[src/rtl/gj_axis_uart_regs.sv]
// Host register block for the AXIS UART core: configuration, timed soft reset,
// sticky error flags and saturating traffic counters behind a 16-word BRAM port.
module gj_axis_uart_regs #(
  parameter logic [15:0] DIV_DEFAULT  = 16'd27,
  parameter logic [3:0]  MODE_DEFAULT = 4'b0001,
  parameter int          RST_CYCLES   = 16,
  parameter logic [31:0] ID_VALUE     = 32'h4741_5501
) (
  input  logic        clk,
  input  logic        rst,
  input  logic        bram_en,
  input  logic [3:0]  bram_addr,
  input  logic [3:0]  bram_we,
  input  logic [31:0] bram_wdata,
  output logic [31:0] bram_rdata,
  output logic        softRst,
  output logic        powerDown,
  output logic [15:0] clkDivX16,
  output logic [3:0]  mode,
  output logic [15:0] tx_nop,
  input  logic        tx_tvalid,
  input  logic        tx_tready,
  input  logic        rx_tvalid,
  input  logic        rx_tuser,
  input  logic        startError
);

  localparam logic [15:0] RST_LOAD = 16'(RST_CYCLES - 1);

  localparam logic [3:0] A_CTRL   = 4'h0;
  localparam logic [3:0] A_BAUD   = 4'h1;
  localparam logic [3:0] A_TXNOP  = 4'h2;
  localparam logic [3:0] A_STATUS = 4'h3;
  localparam logic [3:0] A_RXCNT  = 4'h4;
  localparam logic [3:0] A_TXCNT  = 4'h5;
  localparam logic [3:0] A_ERRCNT = 4'h6;
  localparam logic [3:0] A_ID     = 4'hF;

  typedef enum logic {
    IDLE,
    HOLD
  } srst_state_t;

  srst_state_t state, state_d;
  logic [15:0] rst_cnt, rst_cnt_d;

  logic        start_sticky, crc_sticky;
  logic [15:0] rx_cnt, rx_crc_cnt, tx_cnt, err_cnt;
  logic [31:0] rd_mux;

  function automatic logic [15:0] sat_inc(input logic [15:0] v);
    return (v == 16'hFFFF) ? v : v + 16'd1;
  endfunction

  function automatic logic [15:0] merge16(input logic [15:0] cur,
                                          input logic [1:0]  we,
                                          input logic [15:0] wd);
    logic [15:0] r;
    r = cur;
    if (we[0]) r[7:0]  = wd[7:0];
    if (we[1]) r[15:8] = wd[15:8];
    return r;
  endfunction

  // Access decode
  logic wr, rd;
  logic wr_ctrl, wr_baud, wr_txnop, wr_status, wr_rxcnt, wr_txcnt, wr_errcnt;
  logic srst_req;

  assign wr        = bram_en & (bram_we != 4'b0000);
  assign rd        = bram_en & (bram_we == 4'b0000);
  assign wr_ctrl   = wr & (bram_addr == A_CTRL);
  assign wr_baud   = wr & (bram_addr == A_BAUD);
  assign wr_txnop  = wr & (bram_addr == A_TXNOP);
  assign wr_status = wr & (bram_addr == A_STATUS);
  assign wr_rxcnt  = wr & (bram_addr == A_RXCNT);
  assign wr_txcnt  = wr & (bram_addr == A_TXCNT);
  assign wr_errcnt = wr & (bram_addr == A_ERRCNT);
  assign srst_req  = wr_ctrl & bram_we[0] & bram_wdata[0];

  // Events are ignored while the engines are held in soft reset.
  logic rx_evt, crc_evt, tx_evt, err_evt;

  assign rx_evt  = rx_tvalid & ~softRst;
  assign crc_evt = rx_tvalid & rx_tuser & ~softRst;
  assign tx_evt  = tx_tvalid & tx_tready & ~softRst;
  assign err_evt = startError & ~softRst;

  // Soft-reset sequencer
  always_ff @(posedge clk) begin
    if (rst) begin
      state   <= IDLE;
      rst_cnt <= 16'd0;
      softRst <= 1'b1;
    end else begin
      // NOTE: all clocked state uses non-blocking assignments so every flop
      // samples the pre-edge values regardless of statement order.
      state   <= state_d;
      rst_cnt <= rst_cnt_d;
      softRst <= (state_d == HOLD);
    end
  end

  always_comb begin
    // NOTE: defaults first, so no path through this block leaves a variable
    // unassigned and infers a latch.
    state_d   = state;
    rst_cnt_d = rst_cnt;
    case (state)
      IDLE: begin
        if (srst_req) begin
          state_d   = HOLD;
          rst_cnt_d = RST_LOAD;
        end
      end
      HOLD: begin
        if (srst_req) begin
          rst_cnt_d = RST_LOAD;
        end else if (rst_cnt == 16'd0) begin
          state_d = IDLE;
        end else begin
          rst_cnt_d = rst_cnt - 16'd1;
        end
      end
    endcase
  end

  // Configuration registers survive a soft reset.
  always_ff @(posedge clk) begin
    if (rst) begin
      clkDivX16 <= DIV_DEFAULT;
      mode      <= MODE_DEFAULT;
      tx_nop    <= 16'd0;
      powerDown <= 1'b0;
    end else begin
      if (wr_ctrl && bram_we[0]) begin
        powerDown <= bram_wdata[1];
        mode      <= bram_wdata[7:4];
      end
      if (wr_baud)  clkDivX16 <= merge16(clkDivX16, bram_we[1:0], bram_wdata[15:0]);
      if (wr_txnop) tx_nop    <= merge16(tx_nop, bram_we[1:0], bram_wdata[15:0]);
    end
  end

  // Sticky flags: a new event beats a same-cycle write-one-to-clear.
  always_ff @(posedge clk) begin
    if (rst || softRst) begin
      start_sticky <= 1'b0;
      crc_sticky   <= 1'b0;
    end else begin
      if (err_evt)
        start_sticky <= 1'b1;
      else if (wr_status && bram_we[0] && bram_wdata[0])
        start_sticky <= 1'b0;
      if (crc_evt)
        crc_sticky <= 1'b1;
      else if (wr_status && bram_we[0] && bram_wdata[1])
        crc_sticky <= 1'b0;
    end
  end

  // Counters: a clearing write beats a same-cycle increment.
  always_ff @(posedge clk) begin
    if (rst || softRst) begin
      rx_cnt     <= 16'd0;
      rx_crc_cnt <= 16'd0;
      tx_cnt     <= 16'd0;
      err_cnt    <= 16'd0;
    end else begin
      if (wr_rxcnt) begin
        rx_cnt     <= 16'd0;
        rx_crc_cnt <= 16'd0;
      end else begin
        if (rx_evt)  rx_cnt     <= sat_inc(rx_cnt);
        if (crc_evt) rx_crc_cnt <= sat_inc(rx_crc_cnt);
      end
      if (wr_txcnt)    tx_cnt  <= 16'd0;
      else if (tx_evt) tx_cnt  <= sat_inc(tx_cnt);
      if (wr_errcnt)    err_cnt <= 16'd0;
      else if (err_evt) err_cnt <= sat_inc(err_cnt);
    end
  end

  always_comb begin
    rd_mux = 32'd0;
    case (bram_addr)
      A_CTRL:   rd_mux = {24'd0, mode, 2'b00, powerDown, 1'b0};
      A_BAUD:   rd_mux = {16'd0, clkDivX16};
      A_TXNOP:  rd_mux = {16'd0, tx_nop};
      A_STATUS: rd_mux = {23'd0, (state == HOLD), 6'd0, crc_sticky, start_sticky};
      A_RXCNT:  rd_mux = {rx_crc_cnt, rx_cnt};
      A_TXCNT:  rd_mux = {16'd0, tx_cnt};
      A_ERRCNT: rd_mux = {16'd0, err_cnt};
      A_ID:     rd_mux = ID_VALUE;
      default:  rd_mux = 32'd0;
    endcase
  end

  always_ff @(posedge clk) begin
    if (rst)     bram_rdata <= 32'd0;
    else if (rd) bram_rdata <= rd_mux;
  end

  logic unused_bits;
  assign unused_bits = ^{bram_wdata[31:16], bram_wdata[3:2], bram_we[3:2]};

endmodule

[config.mk]
export PLATFORM = sky130hd
export DESIGN_NAME = gj_axis_uart_regs
export DESIGN_NICKNAME = d
export VERILOG_FILES = /design/src/rtl/gj_axis_uart_regs.sv
export SDC_FILE = /design/constraint.sdc
export NUM_CORES = 1
export LEC_CHECK = 0
export CORE_UTILIZATION = 48
export CTS_CLUSTER_DIAMETER = 40
export DETAILED_ROUTE_END_ITERATION = 10
export GPL_TIMING_DRIVEN = 0
export PLACE_DENSITY = 0.81
export SYNTH_ARGS = -nofsm -noshare
export SYNTH_HDL_FRONTEND = slang
export SYNTH_SLANG_ARGS = --single-unit
[constraint.sdc]
create_clock -name clk -period 1.75 [get_ports clk]
set_input_delay 0.4375 -clock clk [delete_from_list [all_inputs] [get_ports clk]]
set_output_delay 0.4375 -clock clk [all_outputs]
set_load 0.05 [all_outputs]
## Word level (Yosys, flattened, before mapping)

Cells that the tools add are included.
W data, S select, Z words.

| storage, ports and cells | value |
|---|---|
| word-level logic and storage cells | 93 |
| bits in latches | 0 |
| bits of input ports | 48 |
| memories | 0 |
| register bits | 153 |
| memory bits (read-only) | 0 |
| memory bits (writable) | 0 |

| cells by class | value |
|---|---|
| $mul | 0 |
| muxes and demuxes | 13 |
| add/sub/neg operators | 5 |
| bitwise gates (word level) | 23 |
| $lt $le $gt $ge | 0 |
| reductions and logical operators | 23 |
| divide/modulo/power cells | 0 |
| shifts and indexed selects | 0 |
| equality and inequality tests | 13 |

Operators by type and width:

| cell | number |
|---|---|
| $pmux W32 S8 | 1 |
| $add A16 B1 Y16 const B | 4 |
| $eq A16 B16 Y1 const B | 4 |
| $mux W16 | 3 |
| $pmux W16 S2 | 1 |
| $reduce_and A2 Y1 | 9 |
| $and A1 B1 Y1 | 17 |
| $logic_not A16 Y1 | 1 |
| $sub A16 B1 Y16 const B | 1 |
| $eq A4 B3 Y1 const B | 3 |
| $eq A4 B2 Y1 const B | 2 |
| $logic_not A4 Y1 | 2 |
| $mux W1 | 7 |
| $not A1 Y1 | 6 |
| $reduce_or A2 Y1 | 3 |
| $eq A4 B1 Y1 const B | 1 |
| $eq A4 B4 Y1 const B | 1 |
| $logic_and A1 B1 Y1 | 4 |
| $reduce_bool A2 Y1 | 2 |
| $reduce_bool A4 Y1 | 1 |
| $ne A3 B3 Y1 const B | 1 |
| $ne A2 B2 Y1 const B | 1 |
| $pmux W1 S2 | 1 |
| $logic_or A1 B1 Y1 | 1 |

## Longest topological paths before layout

Gate-level depths: netlist (run 1).

| depth | value |
|---|---|
| depth in word-level cells | 7 |
| mapped depth | 8 |
| gate-level depth less buffers | 7 |

## Worst setup path before layout (run 1)

Ideal clock, no wire load.

| timing | value |
|---|---|
| path kind | register -> register |
| from | register softRst |
| to | register rx_crc_cnt[11] |
| clock period less this slack | 1.898 ns |
| path slack | -0.148 ns |
| stages on the path, launching flop included | 6 |
| buffers on the path | 0 |
| arrival time | 1.771 ns |
| path through | dfxtp_1 nand3b_1 or2_2 a2111oi_0 xnor2_1 nor2_1 |

| between the ends | value |
|---|---|
| cells in the longest elaborated chain, start to end | 3 |
| elaborated cells on any way between the ends | 5 |
| those cells by class | 2 x bitwise; 3 x reduce/logical |

Ends and longest elaborated chain:

| item | RTL line | text |
|---|---|---|
| from (decl) | 16 | `output logic softRst,` |
| from (signal assigned) | 100 | `softRst <= (state_d == HOLD);` |
| $not A1 Y1 | 85 | `assign crc_evt = rx_tvalid & rx_tuser & ~softRst;` |
| $and A1 B1 Y1 | 85 |  |
| $reduce_and A2 Y1 (no source line) | n/a |  |
| to (signal assigned) | 175 | `if (crc_evt) rx_crc_cnt <= sat_inc(rx_crc_cnt);` |
| to (decl) | 48 | `logic [15:0] rx_cnt, rx_crc_cnt, tx_cnt, err_cnt;` |

Parallel ways exist; a longest one is shown, timed or not.
A chain may end at the register's enable or synchronous reset.

## Final worst setup path (run 1)

| timing | value |
|---|---|
| from | register rst_cnt[3] |
| to | register rst_cnt[15] |

| between the ends | value |
|---|---|
| cells in the longest elaborated chain, start to end | 4 |
| elaborated cells on any way between the ends | 7 |
| those cells by class | 1 x add/sub; 1 x eq/ne; 3 x mux; 2 x reduce/logical |

Ends and longest elaborated chain:

| item | RTL line | text |
|---|---|---|
| from (decl) | 45 | `logic [15:0] rst_cnt, rst_cnt_d;` |
| from (signal assigned) | 99 | `rst_cnt <= rst_cnt_d;` |
| $sub A16 B1 Y16 | 122 | `rst_cnt_d = rst_cnt - 16'd1;` |
| $mux W16 | 119 | `end else if (rst_cnt == 16'd0) begin` |
| $mux W16 | 117 | `if (srst_req) begin` |
| $pmux W16 S2 | 109 | `case (state)` |

Parallel ways exist; a longest one is shown, timed or not. The select of a mux whose other input is x is not followed.

==> results of run 1 <==
-- metrics by stage --
stage | setup TNS (ps) | setup WS [ps] | power, mW | hold slack [ps] | area (sq um)
global placement | -127630 | -1210 | 3.99 | 442 | 8490
floorplan | -412 | -44.0 | 3.81 | 444 | 7250
finish | -322 | -64.7 | 7.94 | 457 | 9930
detailed placement | -130280 | -1250 | 4.00 | 444 | 8490
CTS | -80.4 | -56.3 | 7.92 | 454 | 9560
global route | -1040 | -117 | 8.16 | 459 | 9930
-- where the power goes --
part	internal (mW)	leakage (nW)	switching, mW
Combinational	0.185	2.03	0.298
Sequential	3.49	1.24	0.0204
Clock	2.49	0.301	1.46
-- repair_timing --
| action | in CTS | in global routing |
|---|---|---|
| setup buffers | 19 | 20 |
| gates cloned | 1 | 1 |
| resized for setup | 269 | 102 |
| setup endpoints to repair | 220 | 152 |
| pin swaps | 20 | 32 |
-- worst min-delay path by stage --
stage                                 from                          end  slack (ps)  cells past startpoint
4_1_cts        bram_rdata[27]$_SDFFE_PP0P_  bram_rdata[27]$_SDFFE_PP0P_         450                      2
6_report       bram_rdata[19]$_SDFFE_PP0P_  bram_rdata[19]$_SDFFE_PP0P_         460                      2
2_1_floorplan      crc_sticky$_SDFFE_PP0P_      crc_sticky$_SDFFE_PP0P_         440                      2
5_1_grt                            bram_en  bram_rdata[12]$_SDFFE_PP0P_         460                      3
3_3_place_gp   bram_rdata[18]$_SDFFE_PP0P_  bram_rdata[18]$_SDFFE_PP0P_         440                      2
3_5_place_dp   bram_rdata[17]$_SDFFE_PP0P_  bram_rdata[17]$_SDFFE_PP0P_         440                      2
-- area by class of cell --
class	count	area (sq um)	area share
Clock inverter	11	169	0.0170
Clock buffer	20	467	0.0470
Multi-Input combinational cell	605	4360	0.439
Buffer	39	259	0.0261
Sequential cell	153	3110	0.313
Inverter	8	30.0	0.00302
Timing Repair Buffer	141	1310	0.132
Tap cell	184	230	0.0232
-- cell usage after synthesis (15+ instances only) --
| master | number |
|---|---|
| a21oi_1 | 29 |
| a22o_1 | 18 |
| a22oi_1 | 17 |
| and3_1 | 15 |
| clkbuf_1 | 27 |
| dfxtp_1 | 153 |
| mux2i_1 | 43 |
| nand2_1 | 49 |
| nand3_1 | 35 |
| nand4_1 | 15 |
| nor2_1 | 126 |
| nor3_1 | 29 |
| o21ai_0 | 15 |
| xnor2_1 | 32 |
| xor2_1 | 30 |
-- registers in the layout (all words and copies together), names as in the netlist, 4 cells and up --
| register | count |
|---|---|
| rx_crc_cnt | 16 |
| mode | 4 |
| tx_nop | 16 |
| bram_rdata | 32 |
| clkDivX16 | 16 |
| rx_cnt | 16 |
| rst_cnt | 16 |
| tx_cnt | 16 |
| err_cnt | 16 |
-- cell families after synthesis --
logic type,Yosys count
and+or+nand+nor,354
DFF,153
AOI/OAI and AO/OA,140
xor gates and xnor gates,62
buffers and inverters,51
muxes,44
adders and majority gates,5
-- per-layer routing --
layer | GRT usage | share of wire
met5 | 0 | 0
met4 | 0.129 | 0.036
met3 | 0.0640 | 0.085
met2 | 0.461 | 0.47
met1 | 0.368 | 0.41
-- worst max-delay path: cells and delay by family, from the launching register on --
family | cells | cell delay (ps)
and+or+nand+nor | 4 | 990
DFF | 1 | 360
xor gates and xnor gates | 1 | 180
buffers and inverters | 1 | 170
==> flow_metrics.py, run 1 <==
metrics = {
    "synth": {
        "synth_simple_gate_area_frac": 0.258,
        "ys.flop_type": "dfxtp_1",
        "synthXorXnorAreaFrac": 0.0756,
        "synthMuxAreaShare": 0.0615,
        "synth_compound_area_frac": 0.140,
        "synth-seq-cells": 153,
        "syn_area_sq_mm": 0.00718,
        "yosys.area.top_type": "dfxtp_1",
        "synthTopCellsByArea": "dfxtp_1, nor2_1, mux2i_1",
        "synth-edff-count": 0,
        "synth_top_family_by_area": "simple AND/OR/NAND/NOR gates",
        "yosysWarnings": 0,
        "synthAdderAreaFrac": 0.00871,
        "synth.top_cell.area_share": 0.427,
        "seq_area_frac_synth": 0.427,
        "syn_inst": 809,
        "syn_area_per_cell_sq_um": 8.87,
        "ys_async_sr_fraction": 0,
        "ys_types": 69,
        "syn_nets": 862,
    },
    "cells_and_area": {
        "final_cells": 1161,
        "post-route-util": 0.681,
        "drive_above_1_share": 0.261,
        "diodes": 0,
        "most-common-layout-cells": "dfxtp_1, nor2_1, nand2_1, mux2i_1, clkdlybuf4s15_2",
        "final_common_cell": "dfxtp_1",
        "filler_cell_count": 1061,
        "fin_nets": 1018,
        "synthToLayoutAreaGrowth_pct": 38.3,
    },
    "clock_tree": {
        "clk_latency_ps": 430,
        "cts_sinks": 153,
        "cts_hold_buf": 0,
        "h-tree-depth": 4,
        "path_clk_slew_ps": 60,
        "numCtsBuffers": 17,
        "cts-root-buf": "clkbuf_16",
        "cts_buffer_depth": 2,
        "cts_tree": "done",
    },
    "status": {
        "outcome": "finished with violations",
        "violations": "negative setup slack",
    },
    "grt": {
        "grt_first_pass_wirelength_um": 35100,
        "grt_max_degree": 17,
        "grt_pass1_vias": 6519,
        "antenna_found_initial": 0,
        "overflow": 0,
        "grt.total_usage": 0.287,
    },
    "routing": {
        "ant_nets": 0,
        "drt_first_pass_iters": 9,
        "drc": 0,
        "vias_per_cell": 6.13,
        "drt_first_iter_violations": 843,
        "drt-wirelength-per-cell_um": 19.7,
        "num_vias": 7116,
        "drt_wl_total_um": 22900,
    },
    "placed_design": {
        "dpl.hpwl_um": 15000,
        "io_buffers": 100,
        "place_congestion": 0.966,
        "dp.cells": 1093,
    },
    "power": {
        "p_leak_nw": 3.58,
        "peakVddDrop_mv": 0.725,
        "p_per_area_mw_per_mm2": 800,
    },
    "worst_setup_path": {
        "slowest_stage": "or4_4",
        "crit_path_cell_trace": "or4_4 > nand2b_4 > buf_6 > nand4b_1 > xor2_1 > nor2_1",
        "reg2reg_depth": 6,
        "crit_type": "reg2reg",
        "slowest_delay_ps": 520,
        "path_max_fanout": 7,
        "crit_end": "rst_cnt[15]$_SDFFE_PP0P_",
        "cp-startpoint": "rst_cnt[3]$_SDFFE_PP0P_",
        "r2r_setup_slack_ps": -60,
        "cp.arrival_ps": 2130,
        "r2r_start": "rst_cnt[3]$_SDFFE_PP0P_",
        "end_kind": "flop",
        "reg2reg_to": "rst_cnt[15]$_SDFFE_PP0P_",
        "required_ps": 2070,
        "crit_path_start_kind": "flop",
    },
    "floorplan": {
        "coreArea_sq_mm": 0.0146,
        "die_w_um": 124,
        "start_util": 0.492,
        "pin_count": 118,
        "rows": 44,
        "die_h_um": 124,
        "die-area_sq_mm": 0.0155,
    },
    "sta": {
        "rsz0062_at_grt": "true",
        "fin_skew_ps": 8.43,
        "setup_ws_ps": -64.7,
        "fmax_mhz": 551,
        "finalCritPeriodShare": 1.04,
        "slew_headroom": 0.582,
        "worst_pin_slew_ps": 621,
        "period_minus_slack_ps": 1810,
        "hold_violations": 0,
        "finalMaxSlewViolations": 0,
        "setup_viol": 10,
    },
    "flow_run": {
        "maxCapViolCount": 0,
    },
    "worst_hold_path": {
        "hp-class": "reg2reg",
    },
}
(Power assumes the default switching activity.)
==> run 2: changes to the inputs <==
--- a/config.mk
+++ b/config.mk
@@ -8,6 +8,7 @@
 export CORE_UTILIZATION = 48
 export CTS_CLUSTER_DIAMETER = 40
 export DETAILED_ROUTE_END_ITERATION = 10
+export GPL_ROUTABILITY_DRIVEN = 0
 export GPL_TIMING_DRIVEN = 0
 export PLACE_DENSITY = 0.81
 export SYNTH_ARGS = -nofsm -noshare
==> results of run 2 <==
Same layout as run 1: the final DEF is identical, and so are final timing and power.
